## src/rtl/kdtree_pkg.sv

```systemverilog
// Shared sizes, patch type and load-sequence states for the kd-tree load controller.
package kdtree_pkg;

  localparam int unsigned DATA_WIDTH = 11;
  localparam int unsigned PATCH_SIZE = 5;
  localparam int unsigned LEAF_SIZE  = 8;
  localparam int unsigned NUM_LEAVES = 64;
  localparam int unsigned NUM_NODES  = NUM_LEAVES - 1;
  localparam int unsigned NUM_QUERYS = 494;
  localparam int unsigned IDX_WIDTH  = 3;

  localparam int unsigned NODE_AW    = $clog2(NUM_NODES);
  localparam int unsigned LEAF_AW    = $clog2(NUM_LEAVES);
  localparam int unsigned SLOT_W     = $clog2(LEAF_SIZE);
  localparam int unsigned QUERY_AW   = $clog2(NUM_QUERYS);
  localparam int unsigned LEAF_WORDS = PATCH_SIZE + 1;
  localparam int unsigned PATCH_W    = PATCH_SIZE * DATA_WIDTH;

  // Element 0 sits in the least significant DATA_WIDTH bits.
  typedef logic [PATCH_SIZE-1:0][DATA_WIDTH-1:0] patch_t;

  typedef enum logic [2:0] {
    IDLE    = 3'd0,
    NODES   = 3'd1,
    LEAVES  = 3'd2,
    QUERIES = 3'd3,
    DONE    = 3'd4
  } load_state_e;

endpackage

```

## src/rtl/kdtree_load_ctrl_if.sv

```systemverilog
// FIFO read side plus node/leaf/query write ports and load-status flags.
interface kdtree_load_ctrl_if;
  import kdtree_pkg::*;

  logic [DATA_WIDTH-1:0] fifo_rdata;
  logic                  fifo_rempty_n;
  logic                  fifo_deq;

  logic                  node_wen;
  logic [NODE_AW-1:0]    node_waddr;
  logic [IDX_WIDTH-1:0]  node_idx;
  logic [DATA_WIDTH-1:0] node_median;

  logic                  leaf_wen;
  logic [LEAF_AW-1:0]    leaf_waddr;
  logic [SLOT_W-1:0]     leaf_slot;
  patch_t                leaf_wpatch;
  logic [DATA_WIDTH-1:0] leaf_wpidx;

  logic                  query_wen;
  logic [QUERY_AW-1:0]   query_waddr;
  patch_t                query_wpatch;

  logic                  tree_loaded;
  logic                  query_loaded;

  modport master (
    input  fifo_rdata, fifo_rempty_n,
    output fifo_deq,
    output node_wen, node_waddr, node_idx, node_median,
    output leaf_wen, leaf_waddr, leaf_slot, leaf_wpatch, leaf_wpidx,
    output query_wen, query_waddr, query_wpatch,
    output tree_loaded, query_loaded
  );

  modport slave (
    output fifo_rdata, fifo_rempty_n,
    input  fifo_deq,
    input  node_wen, node_waddr, node_idx, node_median,
    input  leaf_wen, leaf_waddr, leaf_slot, leaf_wpatch, leaf_wpidx,
    input  query_wen, query_waddr, query_wpatch,
    input  tree_loaded, query_loaded
  );

endinterface

```

## src/rtl/kdtree_load_ctrl_patch_assembler.sv

```systemverilog
// Collects RECORD_WORDS consecutive FIFO words into one record, first word in the LSBs.
module kdtree_load_ctrl_patch_assembler
  import kdtree_pkg::*;
#(
  parameter int unsigned RECORD_WORDS = PATCH_SIZE
) (
  input  logic                                 clk,
  input  logic                                 rst,
  input  logic                                 clr,
  input  logic                                 en,
  input  logic [DATA_WIDTH-1:0]                word,
  output logic                                 last_c,
  output logic [RECORD_WORDS*DATA_WIDTH-1:0]   record_c
);

  localparam int unsigned CNT_W   = $clog2(RECORD_WORDS);
  localparam int unsigned REC_W   = RECORD_WORDS * DATA_WIDTH;
  localparam int unsigned STAGE_W = REC_W - DATA_WIDTH;

  logic [CNT_W-1:0]   cnt_q;
  logic [STAGE_W-1:0] stage_q;

  // The final word is taken straight from the FIFO head so the record completes with no extra cycle.
  assign last_c   = en && (cnt_q == CNT_W'(RECORD_WORDS - 1));
  assign record_c = {word, stage_q};

  always_ff @(posedge clk or posedge rst) begin
    if (rst) begin
      cnt_q   <= '0;
      stage_q <= '0;
    end else if (clr) begin
      cnt_q   <= '0;
      stage_q <= '0;
    end else if (en) begin
      stage_q <= record_c[REC_W-1:DATA_WIDTH];
      cnt_q   <= last_c ? '0 : cnt_q + 1'b1;
    end
  end

endmodule

```

## src/rtl/kdtree_load_ctrl.sv

```systemverilog
// Steers the post-load FIFO word stream into node, leaf and query write ports.
// Each completed record produces one registered write strobe with held address/data.
module kdtree_load_ctrl
  import kdtree_pkg::*;
(
  input  logic               wb_clk_i,
  input  logic               wb_rst_i,
  input  logic               load_kdtree,
  kdtree_load_ctrl_if.master bus
);

  load_state_e state_q, state_d;

  logic deq_c, node_en_c, leaf_en_c, query_en_c;
  logic node_last_c, leaf_end_c, query_end_c;
  logic leaf_last_c, query_last_c;

  logic [LEAF_WORDS*DATA_WIDTH-1:0] leaf_rec_c;
  logic [PATCH_W-1:0]               query_rec_c;

  logic                  node_word_q;
  logic [IDX_WIDTH-1:0]  node_stage_q;
  logic [NODE_AW-1:0]    node_cnt_q;
  logic [SLOT_W-1:0]     slot_cnt_q;
  logic [LEAF_AW-1:0]    leaf_cnt_q;
  logic [QUERY_AW-1:0]   query_cnt_q;

  // A load pulse owns its cycle: nothing is popped while the sequence restarts.
  assign deq_c        = bus.fifo_rempty_n && !load_kdtree &&
                        (state_q inside {NODES, LEAVES, QUERIES});
  assign bus.fifo_deq = deq_c;
  assign node_en_c    = deq_c && (state_q == NODES);
  assign leaf_en_c    = deq_c && (state_q == LEAVES);
  assign query_en_c   = deq_c && (state_q == QUERIES);

  kdtree_load_ctrl_patch_assembler #(.RECORD_WORDS(LEAF_WORDS)) u_leaf_asm (
    .clk      (wb_clk_i),
    .rst      (wb_rst_i),
    .clr      (load_kdtree),
    .en       (leaf_en_c),
    .word     (bus.fifo_rdata),
    .last_c   (leaf_last_c),
    .record_c (leaf_rec_c)
  );

  kdtree_load_ctrl_patch_assembler #(.RECORD_WORDS(PATCH_SIZE)) u_query_asm (
    .clk      (wb_clk_i),
    .rst      (wb_rst_i),
    .clr      (load_kdtree),
    .en       (query_en_c),
    .word     (bus.fifo_rdata),
    .last_c   (query_last_c),
    .record_c (query_rec_c)
  );

  always_ff @(posedge wb_clk_i or posedge wb_rst_i) begin
    if (wb_rst_i) state_q <= IDLE;
    else          state_q <= state_d;
  end

  // Next state and per-section terminal detection.
  always_comb begin
    state_d     = state_q;
    node_last_c = 1'b0;
    leaf_end_c  = 1'b0;
    query_end_c = 1'b0;
    case (state_q)
      IDLE: ;
      NODES: begin
        node_last_c = node_en_c && node_word_q &&
                      (node_cnt_q == NODE_AW'(NUM_NODES - 1));
        if (node_last_c) state_d = LEAVES;
      end
      LEAVES: begin
        leaf_end_c = leaf_last_c &&
                     (leaf_cnt_q == LEAF_AW'(NUM_LEAVES - 1)) &&
                     (slot_cnt_q == SLOT_W'(LEAF_SIZE - 1));
        if (leaf_end_c) state_d = QUERIES;
      end
      QUERIES: begin
        query_end_c = query_last_c && (query_cnt_q == QUERY_AW'(NUM_QUERYS - 1));
        if (query_end_c) state_d = DONE;
      end
      DONE: ;
      default: state_d = IDLE;
    endcase
    if (load_kdtree) state_d = NODES;
  end

  // Record counters, write ports and sticky completion flags.
  always_ff @(posedge wb_clk_i or posedge wb_rst_i) begin
    if (wb_rst_i) begin
      node_word_q      <= 1'b0;
      node_stage_q     <= '0;
      node_cnt_q       <= '0;
      slot_cnt_q       <= '0;
      leaf_cnt_q       <= '0;
      query_cnt_q      <= '0;
      bus.node_wen     <= 1'b0;
      bus.node_waddr   <= '0;
      bus.node_idx     <= '0;
      bus.node_median  <= '0;
      bus.leaf_wen     <= 1'b0;
      bus.leaf_waddr   <= '0;
      bus.leaf_slot    <= '0;
      bus.leaf_wpatch  <= '0;
      bus.leaf_wpidx   <= '0;
      bus.query_wen    <= 1'b0;
      bus.query_waddr  <= '0;
      bus.query_wpatch <= '0;
      bus.tree_loaded  <= 1'b0;
      bus.query_loaded <= 1'b0;
    end else if (load_kdtree) begin
      node_word_q      <= 1'b0;
      node_stage_q     <= '0;
      node_cnt_q       <= '0;
      slot_cnt_q       <= '0;
      leaf_cnt_q       <= '0;
      query_cnt_q      <= '0;
      bus.node_wen     <= 1'b0;
      bus.leaf_wen     <= 1'b0;
      bus.query_wen    <= 1'b0;
      bus.tree_loaded  <= 1'b0;
      bus.query_loaded <= 1'b0;
    end else begin
      bus.node_wen  <= 1'b0;
      bus.leaf_wen  <= 1'b0;
      bus.query_wen <= 1'b0;

      if (node_en_c) begin
        node_word_q <= ~node_word_q;
        if (!node_word_q) begin
          node_stage_q <= bus.fifo_rdata[IDX_WIDTH-1:0];
        end else begin
          bus.node_wen    <= 1'b1;
          bus.node_waddr  <= node_cnt_q;
          bus.node_idx    <= node_stage_q;
          bus.node_median <= bus.fifo_rdata;
          if (!node_last_c) node_cnt_q <= node_cnt_q + 1'b1;
        end
      end

      if (leaf_last_c) begin
        bus.leaf_wen    <= 1'b1;
        bus.leaf_waddr  <= leaf_cnt_q;
        bus.leaf_slot   <= slot_cnt_q;
        bus.leaf_wpatch <= patch_t'(leaf_rec_c[PATCH_W-1:0]);
        bus.leaf_wpidx  <= leaf_rec_c[LEAF_WORDS*DATA_WIDTH-1 -: DATA_WIDTH];
        if (!leaf_end_c) begin
          if (slot_cnt_q == SLOT_W'(LEAF_SIZE - 1)) begin
            slot_cnt_q <= '0;
            leaf_cnt_q <= leaf_cnt_q + 1'b1;
          end else begin
            slot_cnt_q <= slot_cnt_q + 1'b1;
          end
        end
      end

      if (query_last_c) begin
        bus.query_wen    <= 1'b1;
        bus.query_waddr  <= query_cnt_q;
        bus.query_wpatch <= patch_t'(query_rec_c);
        if (query_end_c) bus.query_loaded <= 1'b1;
        else             query_cnt_q      <= query_cnt_q + 1'b1;
      end

      // The tree flag trails the final leaf strobe by one cycle.
      if (bus.leaf_wen &&
          (bus.leaf_waddr == LEAF_AW'(NUM_LEAVES - 1)) &&
          (bus.leaf_slot == SLOT_W'(LEAF_SIZE - 1)))
        bus.tree_loaded <= 1'b1;
    end
  end

endmodule

```

## src/flat_wrapper.sv

```systemverilog
// flat-port wrapper written by rule: the top's interface ports become plain ports
module kdtree_load_ctrl_flat import kdtree_pkg::*;
  (wb_clk_i, wb_rst_i, load_kdtree, bus_fifo_rdata, bus_fifo_rempty_n, bus_fifo_deq, bus_node_wen, bus_node_waddr, bus_node_idx, bus_node_median, bus_leaf_wen, bus_leaf_waddr, bus_leaf_slot, bus_leaf_wpatch, bus_leaf_wpidx, bus_query_wen, bus_query_waddr, bus_query_wpatch, bus_tree_loaded, bus_query_loaded);
  kdtree_load_ctrl_if bus_i ();
  input  logic wb_clk_i;
  input  logic wb_rst_i;
  input  logic load_kdtree;
  input wire logic [$bits(bus_i.fifo_rdata)-1:0] bus_fifo_rdata;
  input wire logic [$bits(bus_i.fifo_rempty_n)-1:0] bus_fifo_rempty_n;
  output wire logic [$bits(bus_i.fifo_deq)-1:0] bus_fifo_deq;
  output wire logic [$bits(bus_i.node_wen)-1:0] bus_node_wen;
  output wire logic [$bits(bus_i.node_waddr)-1:0] bus_node_waddr;
  output wire logic [$bits(bus_i.node_idx)-1:0] bus_node_idx;
  output wire logic [$bits(bus_i.node_median)-1:0] bus_node_median;
  output wire logic [$bits(bus_i.leaf_wen)-1:0] bus_leaf_wen;
  output wire logic [$bits(bus_i.leaf_waddr)-1:0] bus_leaf_waddr;
  output wire logic [$bits(bus_i.leaf_slot)-1:0] bus_leaf_slot;
  output wire logic [$bits(bus_i.leaf_wpatch)-1:0] bus_leaf_wpatch;
  output wire logic [$bits(bus_i.leaf_wpidx)-1:0] bus_leaf_wpidx;
  output wire logic [$bits(bus_i.query_wen)-1:0] bus_query_wen;
  output wire logic [$bits(bus_i.query_waddr)-1:0] bus_query_waddr;
  output wire logic [$bits(bus_i.query_wpatch)-1:0] bus_query_wpatch;
  output wire logic [$bits(bus_i.tree_loaded)-1:0] bus_tree_loaded;
  output wire logic [$bits(bus_i.query_loaded)-1:0] bus_query_loaded;
  assign bus_i.fifo_rdata = bus_fifo_rdata;
  assign bus_i.fifo_rempty_n = bus_fifo_rempty_n;
  assign bus_fifo_deq = bus_i.fifo_deq;
  assign bus_node_wen = bus_i.node_wen;
  assign bus_node_waddr = bus_i.node_waddr;
  assign bus_node_idx = bus_i.node_idx;
  assign bus_node_median = bus_i.node_median;
  assign bus_leaf_wen = bus_i.leaf_wen;
  assign bus_leaf_waddr = bus_i.leaf_waddr;
  assign bus_leaf_slot = bus_i.leaf_slot;
  assign bus_leaf_wpatch = bus_i.leaf_wpatch;
  assign bus_leaf_wpidx = bus_i.leaf_wpidx;
  assign bus_query_wen = bus_i.query_wen;
  assign bus_query_waddr = bus_i.query_waddr;
  assign bus_query_wpatch = bus_i.query_wpatch;
  assign bus_tree_loaded = bus_i.tree_loaded;
  assign bus_query_loaded = bus_i.query_loaded;
  kdtree_load_ctrl u_core (.wb_clk_i(wb_clk_i), .wb_rst_i(wb_rst_i), .load_kdtree(load_kdtree), .bus(bus_i));
endmodule
```

## config.mk

```make
export PLATFORM = sky130hd
export DESIGN_NAME = kdtree_load_ctrl_flat
export DESIGN_NICKNAME = d
export VERILOG_FILES = /design/src/rtl/kdtree_pkg.sv /design/src/rtl/kdtree_load_ctrl_if.sv /design/src/rtl/kdtree_load_ctrl_patch_assembler.sv /design/src/rtl/kdtree_load_ctrl.sv /design/src/flat_wrapper.sv
export SDC_FILE = /design/constraint.sdc
export NUM_CORES = 1
export LEC_CHECK = 0
export CAP_MARGIN = 20
export CORE_UTILIZATION = 49
export CTS_CLUSTER_DIAMETER = 80
export DETAILED_ROUTE_END_ITERATION = 10
export GPL_ROUTABILITY_DRIVEN = 1
export PLACE_DENSITY = 0.79
export SLEW_MARGIN = 15
export SYNTH_ARGS = -nofsm -noshare
export SYNTH_HDL_FRONTEND = slang
export SYNTH_SLANG_ARGS = --single-unit
export TNS_END_PERCENT = 10
```

## constraint.sdc

```tcl
create_clock -name wb_clk_i -period 10.13 [get_ports wb_clk_i]
set_input_delay 1.5195 -clock wb_clk_i [delete_from_list [all_inputs] [get_ports wb_clk_i]]
set_output_delay 1.5195 -clock wb_clk_i [all_outputs]
set_load 0.01 [all_outputs]
```

==> flow_metrics.tcl <==
set metrics [dict create \
    clk_path_buf_depth 3 \
    final_hold_viol_count 0 \
    vias 9204 \
    outcome "completed" \
    cpMaxStageDelayCell "clkdlybuf4s50_1" \
    critPathArrivalTime_ns 3.13 \
    port_buffers 179 \
    grt_pass1_wl_mm 45.29 \
    syn_nets 1342 \
    ys.flop_type "dfrtp_1" \
    dieArea_sq_um 25090 \
    fp.dieH_um 158.4 \
    setup_viol 0 \
    synth_top_cells_by_area "dfrtp_1 63%, nand2_1 21%, o21ai_0 3.3%" \
    core_area_sq_um 23750 \
    synth_most_common_cell "nand2_1" \
    grt_antenna_before_repair 0 \
    layout-drive-gt1-share 0.04987 \
    switching_share 0.2100 \
    slew_violations 0 \
    ir_drop_mv 0.1127 \
    top_usage_layer "met2" \
    ioPinCount 180 \
    cts_htree_levels 1 \
    p_sw_uw 534.7 \
    criticalPathCategory "in2out" \
    design_area_sq_um 15070 \
    cts.sinks 300 \
    met1_usage 0.3234 \
    num_rows 56 \
    drv_cap 0 \
    clk_latency_ns 0.55 \
    grtUsageMet3 0.04464 \
    power_leakage_uw 0.007513 \
    avgSynthCellArea_sq_um 9.109 \
    start_util 0.5047 \
    yosysTopAreaCell "dfrtp_1" \
    synth_common_cells "661 x nand2_1, 300 x dfrtp_1, 79 x o21ai_0" \
    slew_headroom 0.3563 \
    syn_inst 1316 \
    synth.top_cell.area_share 0.6262 \
    overflow 0 \
    grt_usage 0.2255 \
    drt_wl_total_mm 27.68 \
    async_flop_share 1.000 \
    gp_congestion 0.7941 \
    grt_pass1_vias 8758 \
    root_buffer "clkbuf_16" \
    max_stage_delay_ns 0.59 \
    rsz0062_at_grt "false" \
    die_width_um 158.4 \
    cp_data_required_time_ns 8.61 \
    crit_path_start_kind "input pin" \
    worstMarginPinSlew_ns 0.9655 \
    area_growth_pct 25.68 \
    critPathMaxFanout 39 \
    p_per_area_nw_per_um2 169.0 \
    nets 1488 \
    skew_ns 0.01754 \
    viasPerCell 5.105 \
    first_pass_iters 5 \
    dp_hpwl_mm 16.85 \
    use_met2 0.3523 \
    max_freq_ghz 0.2151 \
    cts_resized 0 \
    finalCritPeriodShare 0.4590 \
    p_int_uw 2012 \
    yosysWarnings 0 \
    combPwrFrac 0.042 \
    synth_edf_count 0 \
    ant_nets 0 \
    crit_chain "clkdlybuf4s50_1 > buf_4 > nor4b_1 > clkdlybuf4s50_1" \
    synth.distinct_cells 48 \
    min-delay-path-class "reg2reg" \
    cts_tree "yes" \
    fin_util 0.6343 \
    p_seq_frac 0.481 \
    endpoint_kind "output port" \
    placed_area_sq_um 13940 \
    insertedDiodeCount 0 \
    grt_max_degree 171 \
    cts_hold_buf 0 \
    setup_tns_ns 0 \
    ys_seq_area_frac 0.6262 \
    post_cts_buffers 0 \
    drc 0 \
    netlist_area_sq_um 11990 \
    crit_top_cell "clkdlybuf4s50_1" \
    pwr-share-clk 0.477 \
    cts_buffers 31 \
    drtIter0Drc 749 \
    path_clk_slew_ns 0.06 \
    min_period_ns 4.649 \
    synth_seq_cells 300 \
    wl_per_cell_um 15.35 \
]
[metal layers]
metal / vias up / part of all wire / wire length, um
met2: 205 / 0.47 / 13120
met3: 30 / 0.060 / 1647
met5: - / 0 / 0
met1: 4493 / 0.45 / 12510
li1: 4476 / - / -
met4: 0 / 0.014 / 400
[sequential cells by signal, summed over array words and instances (netlist names), 6 cells and up]
| name | count |
|---|---|
| u_core.bus.leaf_wpidx | 11 |
| u_core.leaf_cnt_q | 6 |
| u_core.query_cnt_q | 9 |
| u_core.bus.node_median | 11 |
| u_core.bus.leaf_waddr | 6 |
| u_core.bus.query_waddr | 9 |
| u_core.node_cnt_q | 6 |
| u_core.u_leaf_asm.stage_q | 55 |
| u_core.bus.node_waddr | 6 |
| u_core.u_query_asm.stage_q | 44 |
| u_core.bus.leaf_wpatch | 55 |
| u_core.bus.query_wpatch | 55 |
[critical path, delay by kind of cell]
kind	cells	cell delay, ns
buffers and inverters	3	1.25
AND/OR/NAND/NOR	1	0.36
[power groups by stage]
| stage | Combinational [uW] | Clock, uW | Sequential (uW) |
|---|---|---|---|
| after global placement | 107 | 0 | 1250 |
| after floorplan | 42.8 | 0 | 1250 |
| after detailed placement | 108 | 0 | 1250 |
| after global routing | 119 | 1290 | 1230 |
| final | 106 | 1210 | 1230 |
| after CTS | 109 | 1240 | 1230 |
[final timing paths]
check                                               from                     endpoint  slack [ns]  cells after the start
max in group asynchronous                       wb_rst_i    u_core.bus.query_waddr[1]        7.20                      3
setup reg to reg              u_core.u_leaf_asm.cnt_q[1]         u_core.leaf_cnt_q[4]        7.56                      9
hold reg to reg            u_core.u_query_asm.stage_q[0]   u_core.bus.query_wpatch[0]        0.46                      2
min in group asynchronous                       wb_rst_i  u_core.bus.query_wpatch[12]        1.56                      2
hold / removal             u_core.u_query_asm.stage_q[0]   u_core.bus.query_wpatch[0]        0.46                      2
setup / recovery                             load_kdtree                 bus_fifo_deq        5.48                      4
[kinds of logic after synthesis]
group | count (synthesis) | synth area share
DFF | 300 | 0.6262
adders and majority gates | 11 | 0.01148
and+or+nand+nor | 787 | 0.2665
AOI/OAI and AO/OA | 112 | 0.05104
xor gates and xnor gates | 4 | 0.002923
muxes | 10 | 0.008872
buffers and inverters | 92 | 0.03298
[stage by stage]
stage | hold WS, ns | cells | total power, uW | setup WS (ns)
finish | 0.4618 | 1803 | 2547 | 5.481
global route | 0.4920 | 1803 | 2632 | 5.371
CTS | 0.4636 | 1802 | 2571 | 5.464
detailed placement | 0.4522 | 1747 | 1355 | 5.485
global placement | 0.4482 | 1747 | 1354 | 5.498
floorplan | 0.4384 | 1316 | 1297 | 0.3213
[cell type report]
| cell class | instances | area [sq um] |
|---|---|---|
| timing repair buffer | 189 | 1892 |
| clock inverter | 12 | 222.7 |
| tap | 319 | 399.1 |
| clock buffer | 43 | 880.8 |
| fill | 1955 | 8687 |
| inverter | 16 | 71.32 |
| sequential | 300 | 7507 |
| multi-input combinational | 924 | 4093 |
[cell usage in the layout (no fill, tap or decap), types with 6 or more instances in the layout]
cell type and n:
clkbuf_1 6, nor2b_1 7, buf_4 8, dfrtp_1 300
nand4_1 6, a21oi_1 15, nand2_1 661, nor2_1 19
o21ai_0 79, o31ai_1 6, bufinv_16 6, clkdlybuf4s50_1 179
ha_1 11, clkbuf_16 31, clkbuf_8 6, inv_1 11
nand3_1 58
Note: power is estimated with default switching activity, not from simulation.
